<file path="src/rtl/cursor_pkg.sv">
// rtl/cursor_pkg.sv - shared types and constants for the cursor tracker
package cursor_pkg;

   typedef enum logic [1:0] {
      IDLE   = 2'd0,
      DECODE = 2'd1,
      UPDATE = 2'd2
   } state_t;

   // bit positions inside the PS/2 status byte
   localparam int BTN_L = 0;
   localparam int BTN_R = 1;
   localparam int BTN_M = 2;
   localparam int SGN_X = 4;
   localparam int SGN_Y = 5;
   localparam int OVF_X = 6;
   localparam int OVF_Y = 7;

   // deltas at or above this magnitude are doubled when acceleration is built in
   localparam int ACCEL_THRESH = 16;

   typedef logic signed [9:0] delta_t;

endpackage

</file>
<file path="src/rtl/cursor_axis.sv">
// rtl/cursor_axis.sv - one cursor axis: delta decode, sub-pixel accumulate, clamp (CURSOR_ACCEL_EN adds acceleration)
module cursor_axis
   import cursor_pkg::*;
#(
   parameter int POS_W     = 10,
   parameter int MIN       = 105,
   parameter int MAX       = 535,
   parameter int HOME      = 105,
   parameter int FRAC_BITS = 0,
   parameter bit INVERT    = 1'b0
) (
   input  logic             Clk,
   input  logic             Reset,
   input  logic             recenter,
   input  logic             load,
   input  logic             apply,
   input  logic             sgn,
   input  logic             ovf,
   input  logic [7:0]       mag,
   output logic [POS_W-1:0] pos,
   output logic             changed
);

   localparam int ACC_W = POS_W + 3;
   localparam logic [2:0] RES_MASK = 3'((1 << FRAC_BITS) - 1);
   localparam logic signed [ACC_W-1:0] MIN_S = ACC_W'(MIN);
   localparam logic signed [ACC_W-1:0] MAX_S = ACC_W'(MAX);
   localparam logic [POS_W-1:0] MIN_P  = POS_W'(MIN);
   localparam logic [POS_W-1:0] MAX_P  = POS_W'(MAX);
   localparam logic [POS_W-1:0] HOME_P = POS_W'(HOME);
   localparam delta_t D_POS_SAT = delta_t'(255);
   localparam delta_t D_NEG_SAT = delta_t'(-256);
   localparam delta_t D_MOST_POS = delta_t'(511);
   localparam delta_t D_MOST_NEG = delta_t'(-512);

   delta_t raw;
   delta_t scaled;
   delta_t delta_d;
   delta_t delta_q;
   logic [2:0] residual;
   logic [2:0] res_next;
   logic signed [ACC_W-1:0] acc;
   logic signed [ACC_W-1:0] step;
   logic signed [ACC_W-1:0] sum;
   logic [POS_W-1:0] pos_next;
   logic hit_lo;
   logic hit_hi;

`ifdef CURSOR_ACCEL_EN
   localparam delta_t THRESH_P = delta_t'(ACCEL_THRESH);
   logic signed [10:0] dbl;

   // turn the 9-bit packet delta into a signed 10-bit, saturated, accelerated, optionally negated value
   always_comb begin
      raw = $signed({sgn, sgn, mag});
      if (ovf) raw = sgn ? D_NEG_SAT : D_POS_SAT;
      dbl = $signed({raw, 1'b0});
      scaled = raw;
      if (raw >= THRESH_P || raw <= -THRESH_P) begin
         if (dbl > 11'sd511)       scaled = D_MOST_POS;
         else if (dbl < -11'sd512) scaled = D_MOST_NEG;
         else                      scaled = $signed(dbl[9:0]);
      end
      delta_d = scaled;
      // negating -512 would wrap, so it saturates to the most positive value
      if (INVERT) delta_d = (scaled == D_MOST_NEG) ? D_MOST_POS : -scaled;
   end
`else
   // turn the 9-bit packet delta into a signed 10-bit, saturated, optionally negated value
   always_comb begin
      raw = $signed({sgn, sgn, mag});
      if (ovf) raw = sgn ? D_NEG_SAT : D_POS_SAT;
      scaled = raw;
      delta_d = scaled;
      if (INVERT) delta_d = (scaled == D_MOST_NEG) ? D_MOST_POS : -scaled;
   end
`endif

   // add the carried sub-pixel remainder, take the whole-pixel step and clamp to the window
   always_comb begin
      acc = $signed({{(ACC_W-4){1'b0}}, 1'b0, residual})
          + $signed({{(ACC_W-10){delta_q[9]}}, delta_q});
      step = acc >>> FRAC_BITS;
      sum = $signed({3'b000, pos}) + step;
      hit_lo = sum < MIN_S;
      hit_hi = sum > MAX_S;
      pos_next = sum[POS_W-1:0];
      res_next = acc[2:0] & RES_MASK;
      if (hit_lo) begin
         pos_next = MIN_P;
         res_next = 3'd0;
      end else if (hit_hi) begin
         pos_next = MAX_P;
         res_next = 3'd0;
      end
      changed = (pos_next != pos);
   end

   // delta register loads in DECODE, position/remainder commit in UPDATE; recenter wins over both
   always_ff @(posedge Clk or posedge Reset) begin
      if (Reset) begin
         pos      <= HOME_P;
         residual <= 3'd0;
         delta_q  <= '0;
      end else if (recenter) begin
         pos      <= HOME_P;
         residual <= 3'd0;
      end else begin
         if (load) delta_q <= delta_d;
         if (apply) begin
            pos      <= pos_next;
            residual <= res_next;
         end
      end
   end

endmodule

</file>
<file path="src/rtl/cursor_tracker.sv">
// rtl/cursor_tracker.sv - PS/2 packet to clamped cursor position and buttons (CURSOR_ACCEL_EN enables acceleration)
module cursor_tracker
   import cursor_pkg::*;
#(
   parameter int POS_W     = 10,
   parameter int X_MIN     = 105,
   parameter int X_MAX     = 535,
   parameter int Y_MIN     = 105,
   parameter int Y_MAX     = 375,
   parameter int X_HOME    = 105,
   parameter int Y_HOME    = 105,
   parameter int FRAC_BITS = 0
) (
   input  logic             Clk,
   input  logic             Reset,
   input  logic             pkt_valid,
   output logic             pkt_ready,
   input  logic [7:0]       byte1,
   input  logic [7:0]       byte2,
   input  logic [7:0]       byte3,
   input  logic             recenter,
   output logic [POS_W-1:0] cursorX,
   output logic [POS_W-1:0] cursorY,
   output logic             leftButton,
   output logic             middleButton,
   output logic             rightButton,
   output logic [2:0]       btn_press,
   output logic [2:0]       btn_release,
   output logic             moved
);

   state_t state;
   logic [7:0] stat_q;
   logic [7:0] dy_q;
   logic [7:0] dx_q;
   logic [2:0] btn;
   logic [2:0] btn_new;
   logic load;
   logic apply;
   logic x_changed;
   logic y_changed;
   logic unused_sync_bit;

   // status bit 3 is the PS/2 always-one framing bit and carries no information
   assign unused_sync_bit = stat_q[3];

   assign pkt_ready = (state == IDLE) && !recenter;
   assign load      = (state == DECODE) && !recenter;
   assign apply     = (state == UPDATE) && !recenter;
   assign btn_new   = {stat_q[BTN_M], stat_q[BTN_R], stat_q[BTN_L]};

   assign leftButton   = btn[0];
   assign rightButton  = btn[1];
   assign middleButton = btn[2];

   cursor_axis #(
      .POS_W(POS_W), .MIN(X_MIN), .MAX(X_MAX), .HOME(X_HOME),
      .FRAC_BITS(FRAC_BITS), .INVERT(1'b0)
   ) u_x (
      .Clk(Clk), .Reset(Reset), .recenter(recenter), .load(load), .apply(apply),
      .sgn(stat_q[SGN_X]), .ovf(stat_q[OVF_X]), .mag(dx_q),
      .pos(cursorX), .changed(x_changed)
   );

   // screen Y grows downward, so the mouse Y delta is negated
   cursor_axis #(
      .POS_W(POS_W), .MIN(Y_MIN), .MAX(Y_MAX), .HOME(Y_HOME),
      .FRAC_BITS(FRAC_BITS), .INVERT(1'b1)
   ) u_y (
      .Clk(Clk), .Reset(Reset), .recenter(recenter), .load(load), .apply(apply),
      .sgn(stat_q[SGN_Y]), .ovf(stat_q[OVF_Y]), .mag(dy_q),
      .pos(cursorY), .changed(y_changed)
   );

   // packet FSM: capture, decode, commit; buttons and one-cycle pulses are registered on commit
   always_ff @(posedge Clk or posedge Reset) begin
      if (Reset) begin
         state       <= IDLE;
         stat_q      <= 8'd0;
         dy_q        <= 8'd0;
         dx_q        <= 8'd0;
         btn         <= 3'd0;
         btn_press   <= 3'd0;
         btn_release <= 3'd0;
         moved       <= 1'b0;
      end else begin
         btn_press   <= 3'd0;
         btn_release <= 3'd0;
         moved       <= 1'b0;
         if (recenter) begin
            state <= IDLE;
         end else begin
            case (state)
               IDLE: begin
                  if (pkt_valid) begin
                     stat_q <= byte1;
                     dy_q   <= byte2;
                     dx_q   <= byte3;
                     state  <= DECODE;
                  end
               end
               DECODE: state <= UPDATE;
               UPDATE: begin
                  btn         <= btn_new;
                  btn_press   <= btn_new & ~btn;
                  btn_release <= btn & ~btn_new;
                  moved       <= x_changed | y_changed;
                  state       <= IDLE;
               end
               default: state <= IDLE;
            endcase
         end
      end
   end

endmodule

</file>
<file path="config.mk">
export PLATFORM = sky130hd
export DESIGN_NAME = cursor_tracker
export DESIGN_NICKNAME = d
export VERILOG_FILES = /design/src/rtl/cursor_pkg.sv /design/src/rtl/cursor_axis.sv /design/src/rtl/cursor_tracker.sv
export SDC_FILE = /design/constraint.sdc
export NUM_CORES = 1
export LEC_CHECK = 0
export CAP_MARGIN = 20
export CORE_MARGIN = 2
export CORE_UTILIZATION = 30
export CTS_BUF_LIST = sky130_fd_sc_hd__clkbuf_4 sky130_fd_sc_hd__clkbuf_8
export DETAILED_ROUTE_END_ITERATION = 16
export GPL_ROUTABILITY_DRIVEN = 0
export GPL_TIMING_DRIVEN = 0
export SETUP_SLACK_MARGIN = 0.4
export SYNTH_ARGS = -nofsm -noshare
export SYNTH_HDL_FRONTEND = slang
export SYNTH_HIERARCHICAL = 1
export SYNTH_SLANG_ARGS = --single-unit
</file>
<file path="constraint.sdc">
create_clock -name Clk -period 3.4 [get_ports Clk]
set_input_delay 0.68 -clock Clk [delete_from_list [all_inputs] [get_ports Clk]]
set_output_delay 0.68 -clock Clk [all_outputs]
set_load 0.01 [all_outputs]
</file>
After elaboration in Yosys (flattened, before gate mapping)
Cells that the tools add are included.
{"block": "op_classes", "n_addsub": 5, "order_cmp": 4, "eq_ne": 6, "muxes": 24, "bitwise": 6, "reduce_logical": 9}
{"operator": "two-way mux 10 bit", "count": 13}
{"operator": "adder 11 x 13 -> 13 bit", "count": 2}
{"operator": "less-than comparator 13 x 8 -> 1 bit, second input constant", "count": 2}
{"operator": "adder 4 x 10 -> 11 bit", "count": 2}
{"operator": "!= test 10 bit", "count": 2}
{"operator": "two-way mux 3 bit", "count": 6}
{"operator": "> comparator 13 x 10 -> 1 bit, second input constant", "count": 1}
{"operator": "> comparator 13 x 11 -> 1 bit, second input constant", "count": 1}
{"operator": "equality test 10 bit, second input constant", "count": 1}
{"operator": "negator 10 bit", "count": 1}
{"operator": "AND 3 bit", "count": 2}
{"operator": "inverter 3 bit", "count": 2}
{"operator": "two-way mux 2 bit", "count": 2}
{"operator": "case mux 2 bit (2 select lines)", "count": 1}
{"operator": "AND reduction 2 bit", "count": 2}
{"operator": "logical AND 1 bit", "count": 3}
{"operator": "!= test 3 bit, second input constant", "count": 1}
{"operator": "AND reduction 3 bit", "count": 1}
{"operator": "equality test 2 x 1 -> 1 bit, second input constant", "count": 1}
{"operator": "equality test 2 bit, second input constant", "count": 1}
{"operator": "logical NOT 2 bit", "count": 1}
{"operator": "two-way mux 1 bit", "count": 2}
{"operator": "nonzero test 2 bit", "count": 1}
{"operator": "logical NOT 1 bit", "count": 1}
{"operator": "other kinds (2)", "count": 2}
{"block": "totals", "register_bits": 79, "input_bits": 28, "output_inout_bits": 31, "word_cells": 67}

Logic depth before layout (Yosys ltp)
{"block": "depth", "ltp_word": 9, "mapped_depth": 16, "mapped_depth_nobuf": 15}

By module
The synthesis kept the hierarchy.
{"mod": "cursor_axis (u_y)", "n_inst": 1, "cells_per_inst": 239, "area_per_inst_um2": 2038.2, "seq_area_each_um2": 505.5}
{"mod": "cursor_axis (u_x)", "n_inst": 1, "cells_per_inst": 245, "area_per_inst_um2": 1951.9, "seq_area_each_um2": 480.5}
{"mod": "cursor_tracker", "n_inst": 1, "cells_per_inst": 79, "area_per_inst_um2": 1315.0, "seq_area_each_um2": 875.8}

Worst setup path before layout
OpenSTA, ideal clock, no wires.
{"block": "synth_timing", "path_type": "register to register", "startpoint": "register u_x.pos[0]", "endpoint": "register moved", "setup_ns": 0.115, "t_arrival_ns": 3.597, "required_time_ns": 3.285, "slack_ns": -0.313, "path_stages_with_launch": 17, "path_buffers": 1, "synth_period_minus_slack_ns": 3.713, "cell_sequence": "dfstp_2 -> ha_1 -> inv_1 -> fa_1 -> and2b_1 -> o2111ai_2 -> a31o_1 -> a41o_4 -> o41ai_2 -> o21bai_2 -> and2_4 -> buf_8 -> nand4_1 -> a31o_1 -> a2111o_1 -> nor2_1 -> nor2_1"}
{"block": "synth_between", "elab_chain_len": 8, "elab_cells_between_ends": 9, "cone_classes": "add/sub (1); order compare (2); eq/ne (1); mux (4); bitwise (1)"}
{"item": "start: declaration", "line": "cursor_axis.sv:20", "rtl": "output logic [POS_W-1:0] pos,"}
{"item": "start signal: assignment", "line": "cursor_axis.sv:111", "rtl": "pos <= pos_next;"}
{"item": "adder 11 x 13 -> 13 bit", "line": "cursor_axis.sv:84", "rtl": "sum = $signed({3'b000, pos}) + step;"}
{"item": "> comparator 13 x 11 -> 1 bit", "line": "cursor_axis.sv:86", "rtl": "hit_hi = sum > MAX_S;"}
{"item": "two-way mux 10 bit", "line": "cursor_axis.sv:92", "rtl": "end else if (hit_hi) begin"}
{"item": "two-way mux 10 bit", "line": "cursor_axis.sv:89", "rtl": "if (hit_lo) begin"}
{"item": "!= test 10 bit (*)", "line": "cursor_axis.sv:96", "rtl": "changed = (pos_next != pos);"}
{"item": "via x_changed", "line": "cursor_tracker.sv:40", "rtl": "logic x_changed;"}
{"item": "bitwise OR 1 bit (*)", "line": "cursor_tracker.sv:107", "rtl": "moved <= x_changed | y_changed;"}
{"item": "two-way mux 1 bit (*)", "line": "cursor_tracker.sv:93", "rtl": "case (state)"}
{"item": "two-way mux 1 bit (*)", "line": "cursor_tracker.sv:90", "rtl": "if (recenter) begin"}
{"item": "end signal: assignment", "line": "cursor_tracker.sv:107"}
{"item": "end: declaration", "line": "cursor_tracker.sv:29", "rtl": "output logic moved"}
The timed path passes the listed nets; every way through them passes the cells marked *.
A chain may end at the register's enable or synchronous reset.

Worst setup path in the final report
Same ends and word-level chain as after synthesis.

==> results.json <==
{
  "grt_usage": 0.1591,
  "drt_iter0_drc": 170,
  "synth-edff-count": 0,
  "yosysSeqAreaShare": 0.3509,
  "wire_per_inst_um": 16.54,
  "max-cap-violations": 0,
  "fin_worst_skew_ps": 10.43,
  "p_leak_nw": 2.910,
  "die_height_um": 137.0,
  "totalWireLength_mm": 15.02,
  "grt_pass1_wl_mm": 23.90,
  "yosys_warnings": 6,
  "crit_chain": "ha_4 -> inv_2 -> fa_2 -> and2b_2 -> o2111ai_4 -> a31o_1 -> a41o_4 -> a311oi_4 -> o2bb2ai_2 -> nand2_2 -> buf_6 -> a311oi_2 -> o221ai_1 -> a2111o_1 -> nor2_2 -> nor2_2",
  "via_count": 4903,
  "crit_top_cell": "nor2_2",
  "n_fill_cell": 1656,
  "hold_path_class": "reg -> reg",
  "crit_type": "reg -> reg",
  "first_global_vias": 4715,
  "crit_required_ps": 3640,
  "critPathSlowestCell": "dfstp_2",
  "critPathLaunchType": "register",
  "max_stage_delay_ps": 570,
  "cts_num_sinks": 74,
  "drt-vias-per-instance": 5.400,
  "insertion_delay_ps": 350,
  "final_nets": 731,
  "relSlewSlack": 0.4657,
  "cp-end-kind": "register",
  "setup_ws_ps": -411.2,
  "start_util": 0.3067,
  "synthCells": 563,
  "grt_antenna_before_repair": 0,
  "finish.utilization": 0.4191,
  "intPower_w": 0.003184,
  "cts_buffers": 9,
  "status": "finished, violations left",
  "drv_slew": 0,
  "io_pins": 59,
  "synthMuxAreaShare": 0.06509,
  "violations": "setup timing",
  "multi_input_area_um2": 3706,
  "syn_to_final_growth_pct": 36.65,
  "syn_area_per_cell_um2": 9.423,
  "postRouteAntennaNets": 0,
  "grt_setup_unrepaired": "true",
  "path_delay_family": "compound AO/OA/AOI/OAI gates",
  "yosys.cell_types.count": 99,
  "place_ws_ps": -796.9,
  "ctsHoldBuffers": 0,
  "root_buffer": "clkbuf_8",
  "dr.pass1.iters": 5,
  "drc": 0,
  "period_share": 1.121,
  "io_buffers": 57,
  "p_sw_w": 0.002434,
  "vdd_ir_drop_max_mv": 0.2788,
  "num_antenna_cells": 0,
  "path_max_fanout": 10,
  "fin_hold_ws_ps": 484.0,
  "cts.clk_slew.worst_paths_ps": 80,
  "combPwrFrac": 0.658,
  "crit_buf_inv": 2,
  "die_w_um": 137.0,
  "num_rows": 48,
  "synth_nets": 616,
  "regArea_um2": 1867,
  "netlist_area_um2": 5305,
  "synth_fa_ha_area_frac": 0.06179,
  "finalHoldViolCount": 0,
  "synth-xor-area-share": 0.03443,
  "dieArea_um2": 18760,
  "cts_buffer_depth": 2,
  "synth_top_family_by_area": "compound AO/OA/AOI/OAI gates",
  "dp_cells": 846,
  "pwr_density_cell_nw_per_um2": 775.0,
  "fin_cells": 908,
  "grt_max_degree": 25,
  "post-dp-hpwl_mm": 10.80,
  "power_frac_seq": 0.215,
  "synthSimpleGateAreaFrac": 0.2050,
  "clock_power_share": 0.128,
  "grt_overflow_total": 0,
  "synth_compound_area_frac": 0.2427,
  "switching_share": 0.4332,
  "fmax_mhz": 262.4,
  "synth-seq-cells": 74,
  "tightest_slew_ps": 800.6,
  "setup_viol": 1,
  "worstPathArrival_ps": 4050,
  "cts_tree": "built",
  "final.min_clock_period_ps": 3811,
  "synthArstFlopShare": 1.000,
  "core_um2": 17300,
  "final_layout_size_suffix_gt1_frac": 0.3280,
  "htree_levels": 3,
  "synth-main-ff-cell": "dfrtp_1"
}
-- final cells by class --
type / instances / share of cell area
buffer: 16 / 0.01433
clock buffer: 11 / 0.02002
timing repair buffer: 104 / 0.1332
multi-input combinational: 442 / 0.5112
tap: 225 / 0.03883
sequential: 74 / 0.2575
inverter: 31 / 0.01640
clock inverter: 5 / 0.008457
-- logic make-up after synthesis --
kind of cell,count (synthesis)
compound gates,170
xor+xnor,20
fa+ha+maj,25
buf+inv,47
flops,74
mux,31
simple gates,196
-- Yosys cell counts, types with 9 or more instances --
library cell,instances,share of area
a21oi_1,50,0.047
clkbuf_1,9,0.0064
dfrtp_1,66,0.31
ha_1,23,0.054
inv_1,29,0.021
mux2_2,28,0.059
nand2_1,44,0.031
nand2b_1,9,0.011
nand3_1,17,0.016
nor2_1,40,0.028
nor3_1,11,0.010
nor3b_1,12,0.017
o21ai_0,22,0.021
xnor2_1,11,0.018
-- flip-flops by register name (all words and copies together) (netlist names) --
register and count:
u_x/pos 10, u_y/delta_q 10, u_y/pos 10, u_x/delta_q 9, dx_q 8, dy_q 8
stat_q 7, btn 3, btn_press 3, btn_release 3, state 2, moved 1
-- power by group through the flow --
stage	combinational, W	sequential (W)	clock [W]
3_3_place_gp	0.00257	0.00120	0
5_1_grt	0.00398	0.00123	0.000780
4_1_cts	0.00316	0.00120	0.000738
3_5_place_dp	0.00264	0.00121	0
2_1_floorplan	0.00209	0.00116	0
6_report	0.00369	0.00121	0.000718
-- metrics by stage --
step | setup TNS (ps) | cell area [um2] | total power (W)
floorplan | -196.9 | 5339 | 0.003256
global placement | -743.7 | 6191 | 0.003773
detailed placement | -796.9 | 6218 | 0.003852
CTS | -443.5 | 6840 | 0.005102
global route | -616.8 | 7249 | 0.005983
finish | -411.2 | 7249 | 0.005618
-- worst paths after layout --
path / start / to / slack, ps / depth (start not counted)
worst max register to register: u_x/pos[0]$_DFFE_PP1P_ / moved$_DFF_PP0_ / -410 / 16
min in group asynchronous: Reset / moved$_DFF_PP0_ / 800 / 2
worst max-delay path: u_x/pos[0]$_DFFE_PP1P_ / moved$_DFF_PP0_ / -410 / 16
worst min-delay path: stat_q[0]$_DFFE_PP0P_ / btn_release[0]$_DFF_PP0_ / 480 / 1
max in group asynchronous: Reset / u_y/pos[4]$_DFFE_PP0P_ / 1940 / 2
worst min register to register: stat_q[0]$_DFFE_PP0P_ / btn_release[0]$_DFF_PP0_ / 480 / 1
-- worst register-to-register path: cells and delay by family, from the launching register on --
family	cells	cell delay, ps
flip-flops	1	570
AND/OR/NAND/NOR	4	590
adder cells (fa/ha/maj)	2	480
AO/OA/AOI/OAI	8	1880
buffers and inverters	2	200
-- routing by layer --
layer / routed length (um) / track usage / vias to the layer above
met5: 0 / 0 / -
met3: 559 / 0.02222 / 24
li1: - / - / 2331
met4: 337 / 0.06586 / 0
met1: 6639 / 0.2007 / 2430
met2: 7480 / 0.2720 / 118
-- timing repair --
action,in CTS,in global routing
hold endpoints to repair,0,0
setup endpoints to repair,19,20
setup buffers,21,25
pin swaps,30,51
gates cloned,0,0
resized for setup,57,54
-- cell usage in the layout, fill, tap and decap left out, drive strengths merged, types with 9 or more instances in the layout --
| master | n |
|---|---|
| nand2b | 9 |
| inv | 31 |
| ha | 23 |
| and2 | 11 |
| dfrtp | 66 |
| xnor2 | 11 |
| nor2 | 41 |
| clkdlybuf4s50 | 57 |
| o21ai | 24 |
| nor3b | 12 |
| a21oi | 50 |
| xor2 | 9 |
| buf | 54 |
| mux2 | 28 |
| a21o | 9 |
| clkbuf | 20 |
| nor3 | 13 |
| nand3 | 17 |
| nand2 | 45 |
(Power assumes the default switching activity.)
